==> config.mk <==
export PLATFORM = sky130hd
export DESIGN_NAME = imm_decode_stage
export DESIGN_NICKNAME = d
export VERILOG_FILES = /design/src/rtl/imm_decode_stage.sv
export SDC_FILE = /design/constraint.sdc
export NUM_CORES = 1
export LEC_CHECK = 0
export CAP_MARGIN = 25
export CORE_AREA = 2 2 119 121
export DETAILED_ROUTE_END_ITERATION = 10
export DIE_AREA = 0 0 121 123
export GPL_ROUTABILITY_DRIVEN = 1
export MAX_ROUTING_LAYER = met4
export PLACE_DENSITY = 0.72
export SYNTH_ARGS = -nofsm -noshare
export SYNTH_HDL_FRONTEND = slang
export SYNTH_SLANG_ARGS = --single-unit
==> constraint.sdc <==
create_clock -name clk_in -period 2.2 [get_ports clk_in]
set_input_delay 0.22 -clock clk_in [delete_from_list [all_inputs] [get_ports clk_in]]
set_output_delay 0.22 -clock clk_in [all_outputs]
set_load 0.05 [all_outputs]
==> src/rtl/imm_decode_stage.sv <==
// Decode-stage controller: classifies fetched opcodes into immediate-type codes and
// holds them in a head + skid buffer in front of execute. Optional macro: ILLEGAL_TRAP_EN.
module imm_decode_stage #(
  parameter int XLEN        = 32,
  parameter int STALL_CNT_W = 16
) (
  input  logic                   clk_in,
  input  logic                   rst_n_in,
  input  logic                   flush_in,
  input  logic                   in_valid_in,
  output logic                   in_ready_out,
  input  logic [31:0]            instr_in,
  input  logic [XLEN-1:0]        pc_in,
  output logic                   out_valid_out,
  input  logic                   out_ready_in,
  output logic [24:0]            instr_out,
  output logic [XLEN-1:0]        pc_out,
  output logic [2:0]             imm_type_out,
  output logic [STALL_CNT_W-1:0] stall_cnt_out
`ifdef ILLEGAL_TRAP_EN
  ,
  output logic                   illegal_out
`endif
);

  localparam logic [2:0] IMM_R = 3'b000;
  localparam logic [2:0] IMM_I = 3'b001;
  localparam logic [2:0] IMM_B = 3'b011;
  localparam logic [2:0] IMM_U = 3'b100;
  localparam logic [2:0] IMM_J = 3'b101;
  localparam logic [2:0] IMM_S = 3'b110;

  function automatic logic [2:0] decode_imm_type(input logic [6:0] opcode);
    case (opcode)
      7'b0110011:                                     decode_imm_type = IMM_R;
      7'b0010011, 7'b0000011, 7'b1100111, 7'b1110011: decode_imm_type = IMM_I;
      7'b0100011:                                     decode_imm_type = IMM_S;
      7'b1100011:                                     decode_imm_type = IMM_B;
      7'b0110111, 7'b0010111:                         decode_imm_type = IMM_U;
      7'b1101111:                                     decode_imm_type = IMM_J;
      default:                                        decode_imm_type = IMM_I;
    endcase
  endfunction

  logic                   head_valid_q, head_valid_d;
  logic [24:0]            head_instr_q, head_instr_d;
  logic [XLEN-1:0]        head_pc_q,    head_pc_d;
  logic [2:0]             head_type_q,  head_type_d;
  logic                   skid_valid_q, skid_valid_d;
  logic [24:0]            skid_instr_q, skid_instr_d;
  logic [XLEN-1:0]        skid_pc_q,    skid_pc_d;
  logic [2:0]             skid_type_q,  skid_type_d;
  logic [STALL_CNT_W-1:0] stall_cnt_q,  stall_cnt_d;

  logic       accept;
  logic       pop;
  logic       load_head_new;
  logic       load_head_skid;
  logic       load_skid;
  logic [2:0] dec_type;

  assign dec_type = decode_imm_type(instr_in[6:0]);

  // Flush outranks both handshakes: nothing enters and nothing is counted as consumed.
  assign accept         = in_valid_in & ~skid_valid_q & ~flush_in;
  assign pop            = head_valid_q & out_ready_in & ~flush_in;
  assign load_head_skid = pop & skid_valid_q;
  assign load_head_new  = accept & (~head_valid_q | (pop & ~skid_valid_q));
  assign load_skid      = accept & head_valid_q & ~pop;

  always_comb begin
    // NOTE: every signal gets a default before any branch so no latch is inferred.
    head_valid_d = head_valid_q;
    head_instr_d = head_instr_q;
    head_pc_d    = head_pc_q;
    head_type_d  = head_type_q;
    skid_valid_d = skid_valid_q;
    skid_instr_d = skid_instr_q;
    skid_pc_d    = skid_pc_q;
    skid_type_d  = skid_type_q;

    if (flush_in) begin
      head_valid_d = 1'b0;
      skid_valid_d = 1'b0;
    end else begin
      if (load_head_skid) begin
        head_valid_d = 1'b1;
        head_instr_d = skid_instr_q;
        head_pc_d    = skid_pc_q;
        head_type_d  = skid_type_q;
        skid_valid_d = 1'b0;
      end else if (load_head_new) begin
        head_valid_d = 1'b1;
        head_instr_d = instr_in[31:7];
        head_pc_d    = pc_in;
        head_type_d  = dec_type;
      end else if (pop) begin
        head_valid_d = 1'b0;
      end

      if (load_skid) begin
        skid_valid_d = 1'b1;
        skid_instr_d = instr_in[31:7];
        skid_pc_d    = pc_in;
        skid_type_d  = dec_type;
      end
    end
  end

  always_comb begin
    stall_cnt_d = stall_cnt_q;
    if (head_valid_q && !out_ready_in && !(&stall_cnt_q)) begin
      stall_cnt_d = stall_cnt_q + STALL_CNT_W'(1);
    end
  end

  // NOTE: the buffer entries are a handful of flops and feed visible outputs with
  // defined reset values, so they are reset like any control register.
  always_ff @(posedge clk_in or negedge rst_n_in) begin
    if (!rst_n_in) begin
      head_valid_q <= 1'b0;
      head_instr_q <= '0;
      head_pc_q    <= '0;
      head_type_q  <= IMM_R;
      skid_valid_q <= 1'b0;
      skid_instr_q <= '0;
      skid_pc_q    <= '0;
      skid_type_q  <= IMM_R;
      stall_cnt_q  <= '0;
    end else begin
      // NOTE: non-blocking assignments so all flops update from pre-edge values.
      head_valid_q <= head_valid_d;
      head_instr_q <= head_instr_d;
      head_pc_q    <= head_pc_d;
      head_type_q  <= head_type_d;
      skid_valid_q <= skid_valid_d;
      skid_instr_q <= skid_instr_d;
      skid_pc_q    <= skid_pc_d;
      skid_type_q  <= skid_type_d;
      stall_cnt_q  <= stall_cnt_d;
    end
  end

  assign in_ready_out  = ~skid_valid_q;
  assign out_valid_out = head_valid_q;
  assign instr_out     = head_instr_q;
  assign pc_out        = head_pc_q;
  assign imm_type_out  = head_type_q;
  assign stall_cnt_out = stall_cnt_q;

`ifdef ILLEGAL_TRAP_EN
  function automatic logic is_known_opcode(input logic [6:0] opcode);
    case (opcode)
      7'b0110011, 7'b0010011, 7'b0000011, 7'b1100111, 7'b1110011,
      7'b0100011, 7'b1100011, 7'b0110111, 7'b0010111, 7'b1101111:
        is_known_opcode = 1'b1;
      default:
        is_known_opcode = 1'b0;
    endcase
  endfunction

  logic head_ill_q, head_ill_d;
  logic skid_ill_q, skid_ill_d;
  logic dec_ill;

  assign dec_ill = ~is_known_opcode(instr_in[6:0]);

  // The illegal flag rides with its entry but, unlike the data fields, a flush clears it.
  always_comb begin
    head_ill_d = head_ill_q;
    skid_ill_d = skid_ill_q;
    if (flush_in) begin
      head_ill_d = 1'b0;
      skid_ill_d = 1'b0;
    end else begin
      if (load_head_skid) begin
        head_ill_d = skid_ill_q;
      end else if (load_head_new) begin
        head_ill_d = dec_ill;
      end
      if (load_skid) begin
        skid_ill_d = dec_ill;
      end
    end
  end

  always_ff @(posedge clk_in or negedge rst_n_in) begin
    if (!rst_n_in) begin
      head_ill_q <= 1'b0;
      skid_ill_q <= 1'b0;
    end else begin
      head_ill_q <= head_ill_d;
      skid_ill_q <= skid_ill_d;
    end
  end

  assign illegal_out = head_ill_q;
`endif

endmodule
==> impl_metrics.sql <==
INSERT INTO impl_metrics (metric_group, metric, value, unit) VALUES
('synth', 'synth_fp_nets', '624', ''),
('layout', 'synth_to_final_area_change', '39.27', '%'),
('global_route', 'antenna_found_initial', '0', ''),
('timing', 'tightestPinTransition', '0.5999', 'ns'),
('detailed_routing', 'post-route-drc-count', '0', ''),
('detailed_routing', 'first_iter_violations', '267', ''),
('cts', 'cts_tree', 'done', ''),
('setup_path', 'delay_heaviest_family_cp', 'buffers and inverters', ''),
('power_and_ir_drop', 'leakagePower', '3.543', 'nW'),
('synth', 'ys_seq_elements', '138', ''),
('synth', 'yosys.area.top_type_share', '57.93', '%'),
('floorplanning', 'chipWidth', '121', 'µm'),
('detailed_routing', 'drtAntennaViolNets', '0', ''),
('status', 'outcome', 'complete, no violations', ''),
('cts', 'cts_inserted_buffers', '17', ''),
('synth', 'syn_inst', '554', ''),
('setup_path', 'critical_path.cell_chain', 'clkdlybuf4s50_1', ''),
('place', 'port_buffers', '146', ''),
('detailed_routing', 'average_wire_length_per_cell_after_detail_routing', '15.96', 'µm'),
('cts', 'clock_latency_of_the_later_clocked_register_in_the_worst_skew_pair', '0.41', 'ns'),
('synth', 'synth.lib_cells_used.distinct', '44', ''),
('cts', 'cts-htree-levels', '4', ''),
('global_route', 'grt_pass1_wl', '23760', 'µm'),
('setup_path', 'startpoint_type', 'flop', ''),
('layout', 'num-nets-final', '774', ''),
('synth', 'netlist_top_cells_area', 'sky130_fd_sc_hd__dfrtp_1 58%, sky130_fd_sc_hd__mux2_2 11%, sky130_fd_sc_hd__nand2_1 7.8%', ''),
('timing', 'maxClockFrequency', '500.6', 'MHz'),
('setup_path', 'crit_fanout', '10', ''),
('floorplanning', 'initial_core_util', '43.79', '%'),
('setup_path', 'timing.critical_path.required', '1.98', 'ns'),
('synth', 'yosys_warnings', '0', ''),
('global_route', 'gr-usage-all-layers', '20.92', '%'),
('synth', 'seq_area_frac_synth', '57.93', '%'),
('setup_path', 'crit-reg2reg-capture', 'stall_cnt_out[15]', ''),
('synth', 'mapped_area', '5961', 'µm²'),
('detailed_routing', 'ratio_of_routed_vias_to_standard_cells', '5.234', ''),
('layout', 'final_core_utilization', '60.99', '%'),
('global_route', 'vias_in_the_first_global_route', '4855', ''),
('floorplanning', 'die_h', '123', 'µm'),
('floorplanning', 'ioPinCount', '147', ''),
('global_route', 'overflow_after_grt', '0', ''),
('timing', 'setup_violation_total_in_the_final_timing_report', '0', ''),
('setup_path', 'critical_path.endpoint_type', 'primary output', ''),
('power_and_ir_drop', 'pwr_density_cell', '1046', 'nW/µm²'),
('synth', 'postSynth.topFlopCell', 'sky130_fd_sc_hd__dfrtp_1', ''),
('floorplanning', 'fp.dieArea', '14880', 'µm²'),
('setup_path', 'critical-path-slowest-cell', 'sky130_fd_sc_hd__clkdlybuf4s50_1', ''),
('setup_path', 'critical_path.reg2reg.startpoint', 'out_valid_out', ''),
('cts', 'library_cell_used_as_clock_root_buffer', 'sky130_fd_sc_hd__clkbuf_16', ''),
('synth', 'synth_area_per_cell', '10.76', 'µm²'),
('cts', 'ctsHoldBuffers', '1', ''),
('floorplanning', 'core-area', '13610', 'µm²'),
('cts', 'number_of_buffers_inserted_by_post_cts_setup_repair', '0', ''),
('setup_path', 'max_stage_delay', '0.87', 'ns'),
('synth', 'cell_type_contributing_the_most_total_cell_area_after_synthesis', 'sky130_fd_sc_hd__dfrtp_1', ''),
('cts', 'max-clock-path-buffers', '2', ''),
('detailed_routing', 'post_route_wl', '14300', 'µm'),
('detailed_routing', 'dr.pass1.iters', '4', ''),
('setup_path', 'critPathBufInv', '1', ''),
('power_and_ir_drop', 'ir_worst_vdd', '0.0004931', 'V'),
('timing', 'final.setup.tns', '0', 'ns'),
('place', 'place.detailed.instances', '864', ''),
('layout', 'antenna_diode_count', '0', ''),
('place', 'place.gp.congestion', '0.8459', ''),
('timing', 'finClkSkew', '0.005673', 'ns'),
('hold_path', 'hold_path_class', 'in2async', ''),
('synth', 'synth-async-reset-ratio', '100.0', '%'),
('cts', 'cts.reportedPaths.clkPinSlew', '0.05', 'ns'),
('timing', 'slew_viol_final', '0', ''),
('global_route', 'grt_max_degree', '61', ''),
('setup_path', 'criticalPathCategory', 'reg2out', '');
## area by class of cell
class | count | area, µm²
Clock buffer | 24 | 501.7
Clock inverter | 7 | 112.6
Fill cell | 1111 | 5310
Inverter | 5 | 18.77
Multi-Input combinational cell | 378 | 2327
Sequential cell | 138 | 3453
Tap cell | 180 | 225.2
Timing Repair Buffer | 164 | 1663
## cell usage after synthesis, types with 3 or more instances
library cell                 n
sky130_fd_sc_hd__buf_4      12
sky130_fd_sc_hd__nor3_1      5
sky130_fd_sc_hd__mux2i_1     3
sky130_fd_sc_hd__nand2_1   124
sky130_fd_sc_hd__xor2_1      7
sky130_fd_sc_hd__nand3_1     3
sky130_fd_sc_hd__mux2_2     60
sky130_fd_sc_hd__nor2_1     64
sky130_fd_sc_hd__a31oi_1    59
sky130_fd_sc_hd__buf_2      10
sky130_fd_sc_hd__a211oi_1    3
sky130_fd_sc_hd__clkbuf_1   11
sky130_fd_sc_hd__a21oi_1     8
sky130_fd_sc_hd__o21ai_0     3
sky130_fd_sc_hd__nand4b_1    3
sky130_fd_sc_hd__inv_1       5
sky130_fd_sc_hd__dfrtp_1   138
## per-layer routing
metal,wire length (µm),GRT usage [%],up-vias
met5,0,-,-
met3,573,4.336,26
met2,7373,34.76,122
met1,6026,25.00,2329
met4,327,8.576,0
li1,-,-,2213
## power by group
part / switching, mW / total (mW) / internal [mW]
clock network: 0.995 / 2.92 / 1.92
registers: 0.353 / 3.44 / 3.09
logic: 1.38 / 2.32 / 0.938
## registers in the layout (all words and copies together), names as in the netlist, 3 cells and up
register and cells:
pc_out 32, skid_pc_q 32, instr_out 25, skid_instr_q 25, stall_cnt_out 16, imm_type_out 3, skid_type_q 3
## cell usage in the layout, fill, tap and decap left out, types with 5 or more instances in the layout
master                              n
sky130_fd_sc_hd__a31oi_1           59
sky130_fd_sc_hd__clkbuf_16         17
sky130_fd_sc_hd__nor2_1            64
sky130_fd_sc_hd__nor3_1             5
sky130_fd_sc_hd__clkdlybuf4s50_1  145
sky130_fd_sc_hd__inv_1              5
sky130_fd_sc_hd__buf_12             5
sky130_fd_sc_hd__buf_4             12
sky130_fd_sc_hd__a21oi_1            8
sky130_fd_sc_hd__dfrtp_1          138
sky130_fd_sc_hd__nand2_1          124
sky130_fd_sc_hd__xor2_1             7
sky130_fd_sc_hd__mux2_2            60
sky130_fd_sc_hd__clkbuf_8           5
## through the flow
step | area [µm²] | total power, mW | worst slack, ns | hold WS (ns)
2_1_floorplan | 5961 | 4.896 | 0.1843 | -0.07559
3_3_place_gp | 7677 | 5.734 | 0.2130 | 0.2250
3_5_place_dp | 7677 | 5.818 | 0.1736 | 0.2281
4_1_cts | 8302 | 8.765 | 0.1847 | 0.3580
5_1_grt | 8302 | 9.089 | 0.1393 | 0.3791
6_report | 8302 | 8.681 | 0.2026 | 0.3446
## cells by family (layout without fill, tap and decap cells)
group / count (synthesis) / in the layout / share of synthesized area [%]
and+or+nand+nor: 223 / 223 / 16.50
DFF: 138 / 138 / 57.93
AOI/OAI and AO/OA: 80 / 80 / 8.396
muxes: 65 / 65 / 12.28
buffers and inverters: 38 / 200 / 3.359
xor gates and xnor gates: 9 / 9 / 1.322
adders and majority gates: 1 / 1 / 0.2099
## how the worst max path moves through the flow
stage / start / endpoint / cells after the start
2_1_floorplan: out_valid_out / stall_cnt_out[15] / 5
3_3_place_gp: out_ready_in / stall_cnt_out[15] / 5
3_5_place_dp: in_valid_in / pc_out[10] / 7
4_1_cts: stall_cnt_out[7] / stall_cnt_out[7] / 1
5_1_grt: out_valid_out / out_valid_out / 1
6_report: out_valid_out / out_valid_out / 1
Power figures use the tool's default switching activity.
